<file path="src/rtl/adc_float_feeder.sv">
// ADC pair capture, shift-normalise to IEEE-754 single, and start/ACK handshake
// toward the linearise-normalise core. Build option: OFFSET_BINARY_EN (signed offset-binary codes).
module adc_float_feeder #(
    parameter int W       = 12,
    parameter int P       = 32,
    parameter int TIMEOUT = 4000
) (
    input  logic         CLK,
    input  logic         RST_N,
    input  logic [W-1:0] ADC_I,
    input  logic [W-1:0] ADC_V,
    input  logic         DATA_VALID,
    output logic         READY,
    output logic [P-1:0] I_OUT,
    output logic [P-1:0] V_OUT,
    output logic         BEGIN_FSM_I,
    output logic         BEGIN_FSM_V,
    input  logic         ACK_I,
    input  logic         ACK_V,
    output logic         OVERRUN,
    output logic         TIMEOUT_F,
    input  logic         CLR_FLAGS
);

    localparam int SW = (W > 1) ? $clog2(W) : 1;
    localparam int TW = $clog2(TIMEOUT + 1);

    typedef enum logic [1:0] {
        S_IDLE,
        S_NORM,
        S_LAUNCH,
        S_WAIT
    } state_t;

    state_t          state_q;
    logic [P-1:0]    i_out_q;
    logic [P-1:0]    v_out_q;
    logic            begin_q;
    logic            overrun_q;
    logic            timeout_q;
    logic            seen_i_q;
    logic            seen_v_q;
    logic [TW-1:0]   cnt_q;

    logic [1:0]      done;
    logic [1:0][31:0] flt;
    logic [1:0][W-1:0] code;

    assign code[0] = ADC_I;
    assign code[1] = ADC_V;

    // Channel 0 is current, channel 1 is voltage; both normalise in lockstep.
    generate
        for (genvar gi = 0; gi < 2; gi++) begin : g_ch
            logic [W-1:0]  mag_q;
            logic [W-1:0]  mag_d;
            logic          sgn_q;
            logic          sgn_d;
            logic [SW-1:0] s_q;
            logic [SW-1:0] s_d;
            logic [W-1:0]  mag_load;
            logic          sgn_load;
            logic [22:0]   mant;
            logic [7:0]    expo;

`ifdef OFFSET_BINARY_EN
            localparam logic [W-1:0] HALF = {1'b1, {(W-1){1'b0}}};
            always_comb begin
                if (code[gi] < HALF) begin
                    sgn_load = 1'b1;
                    mag_load = HALF - code[gi];
                end else begin
                    sgn_load = 1'b0;
                    mag_load = code[gi] - HALF;
                end
            end
`else
            always_comb begin
                sgn_load = 1'b0;
                mag_load = code[gi];
            end
`endif

            assign done[gi] = (mag_q == '0) || mag_q[W-1];

            always_comb begin
                mag_d = mag_q;
                sgn_d = sgn_q;
                s_d   = s_q;
                if (state_q == S_IDLE && DATA_VALID) begin
                    mag_d = mag_load;
                    sgn_d = sgn_load;
                    s_d   = '0;
                end else if (state_q == S_NORM && !done[gi]) begin
                    mag_d = {mag_q[W-2:0], 1'b0};
                    s_d   = s_q + 1'b1;
                end
            end

            always_ff @(posedge CLK or negedge RST_N) begin
                if (!RST_N) begin
                    mag_q <= '0;
                    sgn_q <= 1'b0;
                    s_q   <= '0;
                end else begin
                    mag_q <= mag_d;
                    sgn_q <= sgn_d;
                    s_q   <= s_d;
                end
            end

            // Leading one is implicit; remaining W-1 bits are left-justified in the fraction.
            always_comb begin
                mant            = '0;
                mant[22 -: W-1] = mag_q[W-2:0];
                expo            = 8'(127 + W - 1) - 8'(s_q);
                if (mag_q == '0) begin
                    flt[gi] = 32'h0000_0000;
                end else begin
                    flt[gi] = {sgn_q, expo, mant};
                end
            end
        end
    endgenerate

    always_ff @(posedge CLK or negedge RST_N) begin
        if (!RST_N) begin
            state_q   <= S_IDLE;
            i_out_q   <= '0;
            v_out_q   <= '0;
            begin_q   <= 1'b0;
            overrun_q <= 1'b0;
            timeout_q <= 1'b0;
            seen_i_q  <= 1'b0;
            seen_v_q  <= 1'b0;
            cnt_q     <= '0;
        end else begin
            begin_q <= 1'b0;
            if (DATA_VALID && state_q != S_IDLE) begin
                overrun_q <= 1'b1;
            end
            unique case (state_q)
                S_IDLE: begin
                    if (DATA_VALID) begin
                        state_q <= S_NORM;
                    end
                end
                S_NORM: begin
                    if (&done) begin
                        i_out_q <= P'(flt[0]);
                        v_out_q <= P'(flt[1]);
                        begin_q <= 1'b1;
                        state_q <= S_LAUNCH;
                    end
                end
                S_LAUNCH: begin
                    seen_i_q <= 1'b0;
                    seen_v_q <= 1'b0;
                    cnt_q    <= '0;
                    state_q  <= S_WAIT;
                end
                S_WAIT: begin
                    if ((seen_i_q || ACK_I) && (seen_v_q || ACK_V)) begin
                        seen_i_q <= 1'b0;
                        seen_v_q <= 1'b0;
                        state_q  <= S_IDLE;
                    end else if (cnt_q == TW'(TIMEOUT - 1)) begin
                        timeout_q <= 1'b1;
                        seen_i_q  <= 1'b0;
                        seen_v_q  <= 1'b0;
                        state_q   <= S_IDLE;
                    end else begin
                        seen_i_q <= seen_i_q || ACK_I;
                        seen_v_q <= seen_v_q || ACK_V;
                        cnt_q    <= cnt_q + 1'b1;
                    end
                end
                default: state_q <= S_IDLE;
            endcase
            // Clearing wins over any set in the same cycle.
            if (CLR_FLAGS) begin
                overrun_q <= 1'b0;
                timeout_q <= 1'b0;
            end
        end
    end

    assign READY       = (state_q == S_IDLE);
    assign I_OUT       = i_out_q;
    assign V_OUT       = v_out_q;
    assign BEGIN_FSM_I = begin_q;
    assign BEGIN_FSM_V = begin_q;
    assign OVERRUN     = overrun_q;
    assign TIMEOUT_F   = timeout_q;

endmodule

</file>
<file path="config.mk">
export PLATFORM = sky130hd
export DESIGN_NAME = adc_float_feeder
export DESIGN_NICKNAME = d
export VERILOG_FILES = /design/src/rtl/adc_float_feeder.sv
export SDC_FILE = /design/constraint.sdc
export NUM_CORES = 1
export LEC_CHECK = 0
export BUFFER_PORTS_ARGS = -buffer_cell sky130_fd_sc_hd__buf_2
export CAP_MARGIN = 20
export CORE_MARGIN = 2
export CORE_UTILIZATION = 46
export CTS_CLUSTER_DIAMETER = 120
export DETAILED_ROUTE_END_ITERATION = 8
export PLACE_DENSITY_LB_ADDON = 0.15
export SETUP_SLACK_MARGIN = 0.2
export SLEW_MARGIN = 20
export SYNTH_ARGS = -nofsm -noshare
export SYNTH_HDL_FRONTEND = slang
export SYNTH_SLANG_ARGS = --single-unit
</file>
<file path="constraint.sdc">
create_clock -name CLK -period 2.4 [get_ports CLK]
set_input_delay 0.36 -clock CLK [delete_from_list [all_inputs] [get_ports CLK]]
set_output_delay 0.36 -clock CLK [all_outputs]
set_load 0.03 [all_outputs]
</file>
**Word-level counts from Yosys, hierarchy flattened**

Index checks and enable logic that the tools add are counted.

- Equality and inequality tests: 10
- Order comparisons: 0
- Bitwise gates (word level): 0
- $add $sub $neg: 5
- Shift operators: 0
- Multiplexer cells: 32
- Reductions and logical operators: 26
- Div/mod/pow operators: 0
- Multiply operators: 0

Operators by type and width:

| operator | count |
|---|---|
| 12-bit 2-to-1 mux | 6 |
| 31-bit 2-to-1 mux | 2 |
| 12-bit logical NOT | 2 |
| 12-bit one-hot mux with 2 select lines | 1 |
| 4-bit 2-to-1 mux | 4 |
| 8-bit by 4-bit subtractor with 8-bit output, first input constant | 2 |
| 2-bit nonzero test | 7 |
| 12-bit by 1-bit adder with 12-bit output, second input constant | 1 |
| 12-bit == test, second input constant | 1 |
| 1-bit 2-to-1 mux | 12 |
| 3-bit AND reduction | 4 |
| 4-bit by 1-bit adder with 4-bit output, second input constant | 2 |
| 2-bit 2-to-1 mux | 4 |
| 2-bit != test, second input constant | 4 |
| 2-bit one-hot mux with 4 select lines | 1 |
| 1-bit logical AND | 5 |
| 2-bit == test, second input constant | 2 |
| 1-bit logical OR | 4 |
| 1-bit one-hot mux with 2 select lines | 2 |
| 3-bit != test, second input constant | 1 |
| 2-bit by 1-bit == test with 1-bit output, second input constant | 1 |
| 1-bit logical NOT | 2 |
| 2-bit logical NOT | 1 |
| 2-bit by 1-bit != test with 1-bit output, second input constant | 1 |
| 2-bit AND reduction | 1 |

- Logic and storage cells: 86
- Memories kept: 0
- Memory bits (read-only): 0
- Output and inout port bits: 69
- RAM bits: 0
- Bits in latches: 0
- Input port bits: 30
- Bits in registers: 115

**Longest topological paths before layout**

Gate-level depths: netlist of run 1.

- Word-level depth: 6
- Gate-level depth with buffers: 8
- Gate-level depth less buffers: 7

**Worst setup path before layout of run 1**

No wires, ideal clock.

- Path kind: register -> register
- Start: register cnt_q[0]
- End: register state_q[1]
- Path buffers: 0
- Period minus slack after synthesis: 1.985 ns
- Setup slack: 0.415 ns
- Arrival: 1.860 ns
- Cell stages (with the launch flop): 7
- Library setup time: 0.125 ns
- Cells stage by stage: dfrtp_1 -> ha_1 -> nand4bb_4 -> nor3_4 -> nor2_1 -> a2111oi_4 -> mux2_2

- Longest elaborated chain between the ends: 3

Ends and longest elaborated chain:

| what | line | source |
|---|---|---|
| start, declared | 43 | `logic [TW-1:0] cnt_q;` |
| start signal, assigned | 175 | `cnt_q <= cnt_q + 1'b1;` |
| 12-bit == test | 167 | `end else if (cnt_q == TW'(TIMEOUT - 1)) begin` |
| 3-bit != test (no line) | -- |  |
| 3-bit AND reduction (no line) | -- |  |
| end signal, assigned | 166 | `state_q <= S_IDLE;` |
| end signal, assigned | 171 | `state_q <= S_IDLE;` |
| end signal, assigned | 178 | `default: state_q <= S_IDLE;` |
| end, declared | 35 | `state_t state_q;` |

Every way passes these cells.
A chain may end at the register's enable or synchronous reset.

**Final worst setup path of run 1**

Ends and elaborated chain as after synthesis.

==> impl_table.tex, run 1 <==
\begin{tabular}{lr}
\hline
Metric & Value \\
\hline
\multicolumn{2}{l}{\textbf{Place}} \\
Placed instance count & 606 \\
Count of buffers inserted at the top-level ports & 72 \\
Detailed placer's ending HPWL & approximately 6300 microns \\
DP Worst Slack & between 0.2 and 0.3 ns \\
Final RePlAce weighted congestion & 0.798 \\
\multicolumn{2}{l}{\textbf{Final layout}} \\
Net total in the final layout & 549 \\
Total area of sequential cells & roughly 2200 sq um \\
Antenna cell count & 0 \\
Synth-to-Final Area Change & 15.4\% \\
Filler Cells Inserted & around 840 \\
Area of combinational cells with multiple inputs & 1800 sq um \\
Number of cells in the finished layout apart from fillers & a little over 600 \\
Ratio of cells with drive above 1 in the final layout & roughly a fifth \\
\multicolumn{2}{l}{\textbf{Floorplan}} \\
Die H & slightly below 100 microns \\
Starting density of the core & 47.8\% \\
Core Area & between 8000 and 9000 sq um \\
Floorplan die area & just under 10000 sq um \\
Row count & 34 \\
I/O Pins & between 90 and 100 \\
Width of the die & between 90 and 100 microns \\
\multicolumn{2}{l}{\textbf{Drt}} \\
1st-pass router iterations & 4 \\
Drt first-iter violations & roughly 140 \\
Wire length per cell after detailed routing & 14.0 microns \\
Detailed-route DRC error count & 0 \\
Mean number of vias per cell & approximately 5 \\
Final wirelength & between 8000 and 9000 microns \\
DRT antenna net count & 0 \\
Vias & approximately 3100 \\
\multicolumn{2}{l}{\textbf{Yosys}} \\
Register bit count reported by yosys & 87 \\
Post-synth design cell area & 4190 sq um \\
Cells after Synth & around 430 \\
Number of unique standard cell types used by synthesis & 39 \\
Number of synthesis warnings & 0 \\
Proportion of synthesized chip area in sequential cells & 52.0\% \\
Post-synthesis area per instance & between 9 and 10 sq um \\
\multicolumn{2}{l}{\textbf{Worst setup path}} \\
Largest fanout of any net on the critical path & 7 \\
Setup slack of the most critical reg-to-reg path & about 0.34 ns \\
Critical-path cell list & ha\_1 -> nand4bb\_4 -> nor3\_4 -> nor2\_1 -> a2111oi\_4 -> mux2\_2 \\
Required arrival time at the worst endpoint & around 2.7 ns \\
Crit Reg-Reg Endpoint & state\_q[1] \\
Critical Path Sink & state\_q[1] \\
Startpoint type of the worst setup path & register \\
Max stage delay on crit path & between 0.4 and 0.5 ns \\
Crit path max-delay family & simple AND/OR/NAND/NOR gates \\
Worst path buffer plus inverter count & 0 \\
Data arrival time at the worst-slack endpoint & between 2 and 2.5 ns \\
CP max stage cell & sky130\_fd\_sc\_hd\_\_dfrtp\_1 \\
Critical path class & register to register \\
Stages on worst setup path & 6 \\
Sort of element at the end of the critical path & register \\
Depth of the worst register-to-register path & 6 \\
Worst setup path startpoint & cnt\_q[0] \\
Worst R2R Start & cnt\_q[0] \\
\multicolumn{2}{l}{\textbf{CTS}} \\
Insertion delay to the later sink of the worst-skew pair & between 0.3 and 0.4 ns \\
Post-CTS clock slew at the launch and capture registers of the worst setup and hold paths & 0.08 ns \\
Number of buffers on the longest clock path & 2 \\
Count of clock tree sinks & 87 \\
Master cell of the clock root buffer & sky130\_fd\_sc\_hd\_\_clkbuf\_8 \\
TritonCTS clock tree & built \\
H-tree levels & 3 \\
Post-CTS Setup Repair Bufs & 0 \\
Inserted Clock Buffers & 9 \\
\multicolumn{2}{l}{\textbf{Outcome}} \\
Result of the run & completed \\
\multicolumn{2}{l}{\textbf{STA}} \\
Worst slew margin & 61.0\% \\
Setup WS post-layout & 0.341 ns \\
Aggregate negative setup slack & 0 ns \\
Final-report hold violation count & 0 \\
Least-Margin Pin Slew & about 0.59 ns \\
Count of final setup violators & 0 \\
Fmax achieved & roughly 490 MHz \\
Setup repair after global routing missed its margin & yes \\
Share of the clock period used by the worst path after layout & around 86\% \\
Final Skew & 0.0104 ns \\
Max Slew Vio Count & 0 \\
Crit path time final & a little over 2 ns \\
\multicolumn{2}{l}{\textbf{Pwr}} \\
Power Dens Cells & 1300 nW/um\^{}2 \\
Combinational group share of total power & a little over two fifths \\
Net switching fraction of the power & 43.3\% \\
Sequential group share of total power & between 30\% and 40\% \\
Switching pwr & about 2700 uW \\
Internal cell power & $\sim$3600 uW \\
Clock power share & between 10\% and 20\% \\
Standby leakage power & $\sim$0.0024 uW \\
IR drop worst, VDD & approximately 0.0006 V \\
\multicolumn{2}{l}{\textbf{Run}} \\
Number of max-cap violations & 0 \\
\multicolumn{2}{l}{\textbf{Global route}} \\
Number of global-route vias before repair & around 3100 \\
Initial antenna violation count & 0 \\
Total routing usage reported by global routing & roughly a fifth \\
Maximum number of pins on one net before global-route repair & 45 \\
First-pass GRT wire length & approximately 15000 microns \\
Overflow after GRT & 0 \\
\multicolumn{2}{l}{\textbf{Worst hold path}} \\
Number of cells on the worst hold path & 2 \\
Class of the tightest hold or removal check & input pin to register \\
\hline
\end{tabular}
## layer usage
| layer | share of wire, % | track usage, % |
|---|---|---|
| met1 | 46 | 26.1 |
| met2 | 48 | 29.6 |
| met3 | 4.7 | 4.36 |
| met4 | 1.8 | 7.38 |
| met5 | 0 | 0 |
## through the flow
stage / hold slack [ns] / cell area [sq um] / total power [uW] / utilization [%]
after global routing: 0.144 / 4830 / 6770 / 55.1
after detailed placement: 0.411 / 4600 / 5240 / 52.5
final: 0.158 / 4830 / 6290 / 55.1
after floorplan: 0.0644 / 4280 / 4450 / -
after global placement: 0.404 / 4600 / 5160 / 52.5
after CTS: 0.142 / 4820 / 6370 / 55.1
## how the worst min path moves through the flow
stage | start | endpoint | slack (ns)
6_report | CLR_FLAGS | OVERRUN | 0.16
5_1_grt | CLR_FLAGS | OVERRUN | 0.14
4_1_cts | CLR_FLAGS | OVERRUN | 0.14
3_5_place_dp | RST_N | V_OUT[23] | 0.41
3_3_place_gp | RST_N | V_OUT[29] | 0.40
2_1_floorplan | RST_N | BEGIN_FSM_I | 0.06
## cell families after synthesis
group,after synthesis,share of synthesized area (%)
buffers and inverters,54,8.13
other,1,0.0896
AOI/OAI and AO/OA,80,12.0
adders and majority gates,9,2.69
DFF,87,52.0
muxes,23,5.53
xor gates and xnor gates,7,1.46
and+or+nand+nor,173,18.1
## synthesized netlist by cell type (all sizes together)
| cell type | number | area [sq um] |
|---|---|---|
| o211ai | 1 | 7.51 |
| or3 | 3 | 23.8 |
| clkbuf | 8 | 30.0 |
| nand4bb | 1 | 27.5 |
| xnor2 | 4 | 35.0 |
| nor4 | 5 | 31.3 |
| nand4 | 3 | 18.8 |
| o21ai | 48 | 240 |
| nand2 | 121 | 454 |
| and3 | 5 | 31.3 |
| o21a | 2 | 15.0 |
| mux2i | 22 | 220 |
| a2111oi | 1 | 27.5 |
| a21oi | 10 | 50.1 |
| conb | 1 | 3.75 |
| nand2b | 2 | 12.5 |
| ha | 9 | 113 |
| o221ai | 1 | 15.0 |
| inv | 9 | 33.8 |
| o41ai | 1 | 8.76 |
| nand3 | 8 | 40.0 |
| o31ai | 7 | 52.6 |
| buf | 37 | 277 |
| o311ai | 1 | 8.76 |
| xor2 | 3 | 26.3 |
| dfrtp | 87 | 2180 |
| nor2 | 18 | 67.6 |
| nand3b | 1 | 7.51 |
| a22o | 2 | 17.5 |
| a311oi | 2 | 30.0 |
| a21o | 4 | 30.0 |
| nor3 | 6 | 41.3 |
| mux2 | 1 | 11.3 |
## registers in the layout, indices dropped and copies added, names as in the netlist
register,flops
BEGIN_FSM_I,1
I_OUT,18
OVERRUN,1
TIMEOUT_F,1
V_OUT,18
cnt_q,12
g_ch.mag_q,24
g_ch.s_q,8
seen_i_q,1
seen_v_q,1
state_q,2
## worst register-to-register path: cells and delay by family (launching register included)
family,cells,cell delay [ns]
and+or+nand+nor,3,0.49
adders and majority gates,1,0.29
AOI/OAI and AO/OA,1,0.38
DFF,1,0.41
muxes,1,0.38
## repair_timing
action / 4_1_cts / 5_1_grt
hold buffers: 1 / 0
hold endpoints to repair: 1 / 0
setup endpoints to repair: 0 / 4
gates resized for setup: 0 / 1
## cell usage in the layout, fill, tap and decap left out, types with 3 or more instances in the layout
cell type,instances
sky130_fd_sc_hd__xor2_1,3
sky130_fd_sc_hd__a21o_1,4
sky130_fd_sc_hd__nand2_1,121
sky130_fd_sc_hd__a21oi_1,10
sky130_fd_sc_hd__mux2i_1,22
sky130_fd_sc_hd__buf_4,12
sky130_fd_sc_hd__xnor2_1,4
sky130_fd_sc_hd__o21ai_0,47
sky130_fd_sc_hd__nand4_1,3
sky130_fd_sc_hd__nand3_1,8
sky130_fd_sc_hd__inv_1,8
sky130_fd_sc_hd__clkbuf_8,10
sky130_fd_sc_hd__o31ai_1,7
sky130_fd_sc_hd__and3_1,5
sky130_fd_sc_hd__buf_2,71
sky130_fd_sc_hd__conb_1,26
sky130_fd_sc_hd__nor2_1,17
sky130_fd_sc_hd__nor3_1,5
sky130_fd_sc_hd__dfrtp_1,87
sky130_fd_sc_hd__ha_1,9
sky130_fd_sc_hd__nor4_1,4
## power groups by stage
stage	registers, uW	logic, uW	clock network (uW)
final	2490	2680	1110
after global routing	2590	2990	1190
after CTS	2500	2720	1150
after detailed placement	2520	2720	0
after global placement	2500	2660	0
after floorplan	2970	1470	0
## final cells by class
class	count	area share, %
flip-flops and latches	87	45.1
multi-input cells	318	37.2
repair buffers	85	9.84
inverters	9	0.699
well taps	108	2.80
clock inverters	4	1.45
clock buffers	11	2.93
No activity file was read; power rests on OpenSTA's default activity.
==> inputs of run 2 (changes only) <==
- CORE_UTILIZATION: 46 -> 54
==> run 2 against run 1 <==
Compared with the run above: power down 0.31%; cell area fell by 0.49%; non-clock buffer count down 1; routed wire length shrank 4.4%; critical path type unchanged; sequential power about the same; clock power is essentially flat; register-to-register slack lost 0.02 ns; clock skew down 0.00068 ns; clock-buffer cell count unchanged; worst setup slack worse by 0.016 ns; flip-flop and latch count stayed put.
==> impl_table.tex, run 2 (same netlist as run 1, synthesis figures left out) <==
\begin{tabular}{lr}
\hline
Metric & Value \\
\hline
\multicolumn{2}{l}{\textbf{Outcome}} \\
Result of the run & completed \\
\multicolumn{2}{l}{\textbf{Place}} \\
Count of buffers inserted at the top-level ports & 72 (unchanged) \\
Placed instance count & 600 (-0.99\%) \\
Detailed placer's ending HPWL & 5910 microns (-5.8\%) \\
DP Worst Slack & 0.271 ns (-0.0248 ns) \\
Final RePlAce weighted congestion & 0.852 (+6.8\%) \\
\multicolumn{2}{l}{\textbf{Worst setup path}} \\
Sort of element at the end of the critical path & register \\
Largest fanout of any net on the critical path & 7 (unchanged) \\
Setup slack of the most critical reg-to-reg path & 0.32 ns (-0.02 ns) \\
Crit Reg-Reg Endpoint & state\_q[1] \\
CP max stage cell & sky130\_fd\_sc\_hd\_\_dfrtp\_1 \\
Stages on worst setup path & 6 (unchanged) \\
Data arrival time at the worst-slack endpoint & 2.32 ns (about the same) \\
Depth of the worst register-to-register path & 6 (unchanged) \\
Worst setup path startpoint & cnt\_q[0] \\
Critical-path cell list & ha\_1 -> nand4bb\_4 -> nor3\_4 -> nor2\_1 -> a2111oi\_4 -> mux2\_2 \\
Critical Path Sink & state\_q[1] \\
Critical path class & register to register \\
Startpoint type of the worst setup path & register \\
Max stage delay on crit path & 0.40 ns (about the same) \\
Worst R2R Start & cnt\_q[0] \\
Crit path max-delay family & simple AND/OR/NAND/NOR gates \\
Worst path buffer plus inverter count & 0 (unchanged) \\
Required arrival time at the worst endpoint & 2.64 ns (about the same) \\
\multicolumn{2}{l}{\textbf{Drt}} \\
Drt first-iter violations & 123 (-10\%) \\
Vias & 3142 (+0.77\%) \\
Wire length per cell after detailed routing & 13.6 microns (-3.3\%) \\
Mean number of vias per cell & 5.11 (+1.9\%) \\
DRT antenna net count & 0 (unchanged) \\
1st-pass router iterations & 4 (unchanged) \\
Detailed-route DRC error count & 0 (unchanged) \\
Final wirelength & 8340 microns (-4.4\%) \\
\multicolumn{2}{l}{\textbf{Global route}} \\
Initial antenna violation count & 0 (unchanged) \\
Total routing usage reported by global routing & 21.7\% (+2.7 points) \\
Number of global-route vias before repair & 3144 (+2.4\%) \\
Maximum number of pins on one net before global-route repair & 46 (+2.2\%) \\
First-pass GRT wire length & 14500 microns (-3.2\%) \\
Overflow after GRT & 0 (unchanged) \\
\multicolumn{2}{l}{\textbf{Final layout}} \\
Most common cell after layout, fill and taps aside & sky130\_fd\_sc\_hd\_\_nand2\_1 \\
Ratio of cells with drive above 1 in the final layout & 21.1\% (-0.15 points) \\
Final cell utilization of the core & 63.2\% (+8.1 points) \\
Antenna cell count & 0 (unchanged) \\
Number of cells in the finished layout apart from fillers & 615 (-1.1\%) \\
Net total in the final layout & 548 (-0.18\%) \\
Flip-flop count of the largest register, all copies and words added & 24 (unchanged) \\
Synth-to-Final Area Change & 14.9\% \\
Highest-count cells in the layout ignoring fill and taps & 121 x sky130\_fd\_sc\_hd\_\_nand2\_1, 87 x sky130\_fd\_sc\_hd\_\_dfrtp\_1, 71 x sky130\_fd\_sc\_hd\_\_buf\_2 \\
Register name with the most flops & g\_ch.mag\_q \\
\multicolumn{2}{l}{\textbf{STA}} \\
Final Skew & 0.00971 ns (-0.000679 ns) \\
Crit path time final & 2.08 ns (+0.0162 ns) \\
Fmax achieved & 482 MHz (-0.78\%) \\
Aggregate negative setup slack & 0 ns (unchanged) \\
Setup WS post-layout & 0.325 ns (-0.0162 ns) \\
Least-Margin Pin Slew & 0.605 ns (+0.0195 ns) \\
Setup repair after global routing missed its margin & no \\
Share of the clock period used by the worst path after layout & 86.5\% (+0.68 points) \\
Count of final setup violators & 0 (unchanged) \\
Final-report hold violation count & 0 (unchanged) \\
Worst slew margin & 59.6\% (-1.3 points) \\
Max Slew Vio Count & 0 (unchanged) \\
\multicolumn{2}{l}{\textbf{Pwr}} \\
Power Dens Cells & 1300 nW/um\^{}2 (+0.18\%) \\
IR drop worst, VDD & 0.000639 V (+6.0\%) \\
Standby leakage power & 0.00240 uW (-0.21\%) \\
\multicolumn{2}{l}{\textbf{CTS}} \\
Master cell of the clock root buffer & sky130\_fd\_sc\_hd\_\_clkbuf\_8 \\
TritonCTS clock tree & built \\
Post-CTS Setup Repair Bufs & 0 (unchanged) \\
Inserted Clock Buffers & 9 (unchanged) \\
Number of buffers on the longest clock path & 2 (unchanged) \\
Hold buffer count at CTS & 0 (-1) \\
Post-CTS clock slew at the launch and capture registers of the worst setup and hold paths & 0.08 ns (about the same) \\
H-tree levels & 3 (unchanged) \\
Count of clock tree sinks & 87 (unchanged) \\
Insertion delay to the later sink of the worst-skew pair & 0.35 ns (about the same) \\
\multicolumn{2}{l}{\textbf{Floorplan}} \\
Width of the die & 92.0 microns (-7.4\%) \\
Starting density of the core & 55.0\% (+7.3 points) \\
I/O Pins & 99 (unchanged) \\
Floorplan die area & 8470 sq um (-14\%) \\
Core Area & 7610 sq um (-13\%) \\
Row count & 32 (-5.9\%) \\
Die H & 92.0 microns (-7.4\%) \\
\multicolumn{2}{l}{\textbf{Run}} \\
Number of max-cap violations & 0 (unchanged) \\
\multicolumn{2}{l}{\textbf{Worst hold path}} \\
Class of the tightest hold or removal check & input pin to asynchronous set/reset pin \\
\hline
\end{tabular}
-- run 2: how the worst min path moves through the flow --
| stage | slack (ns) | cells past startpoint | to |
|---|---|---|---|
| 2_1_floorplan | 0.06 | 0 | BEGIN_FSM_I |
| 3_3_place_gp | 0.41 | 1 | V_OUT[28] |
| 3_5_place_dp | 0.41 | 1 | V_OUT[28] |
| 4_1_cts | 0.02 | 1 | V_OUT[28] |
| 5_1_grt | 0.05 | 1 | V_OUT[28] |
| 6_report | 0.006 | 1 | V_OUT[28] |
-- run 2: layout make-up --
type / instances / area [sq um]
clock inverters: 4 / 70.1
multi-input cells: 318 / 1790
repair buffers: 84 / 465
well taps: 102 / 128
clock buffers: 11 / 141
fillers: 653 / 2800
flip-flops and latches: 87 / 2180
inverters: 9 / 33.8
-- run 2: what timing repair did --
item,4_1_cts,5_1_grt
hold endpoints to repair,0,0
endpoints found under the setup margin,0,1
gates resized for setup,0,0
-- run 2: per-layer routing --
| metal | part of all wire [%] | up-vias | global-route usage (%) |
|---|---|---|---|
| met4 | 1.6 | 0 | 7.96 |
| met5 | 0 | - | 0 |
| met3 | 4.8 | 12 | 4.60 |
| met2 | 49 | 88 | 35.4 |
| met1 | 45 | 1479 | 28.9 |
| li1 | - | 1563 | - |
-- run 2: power breakdown --
group          switching, uW  internal [uW]
Clock                    495            606
Sequential               450           2030
Combinational           1760            928
Total                   2700           3570
-- run 2: through the flow --
stage          total power [uW]  hold slack, ns  instance area, sq um
2_1_floorplan              4450          0.0644                  4280
3_3_place_gp               5140           0.407                  4600
3_5_place_dp               5220           0.412                  4600
4_1_cts                    6340          0.0237                  4810
5_1_grt                    6740          0.0507                  4810
6_report                   6270         0.00578                  4810
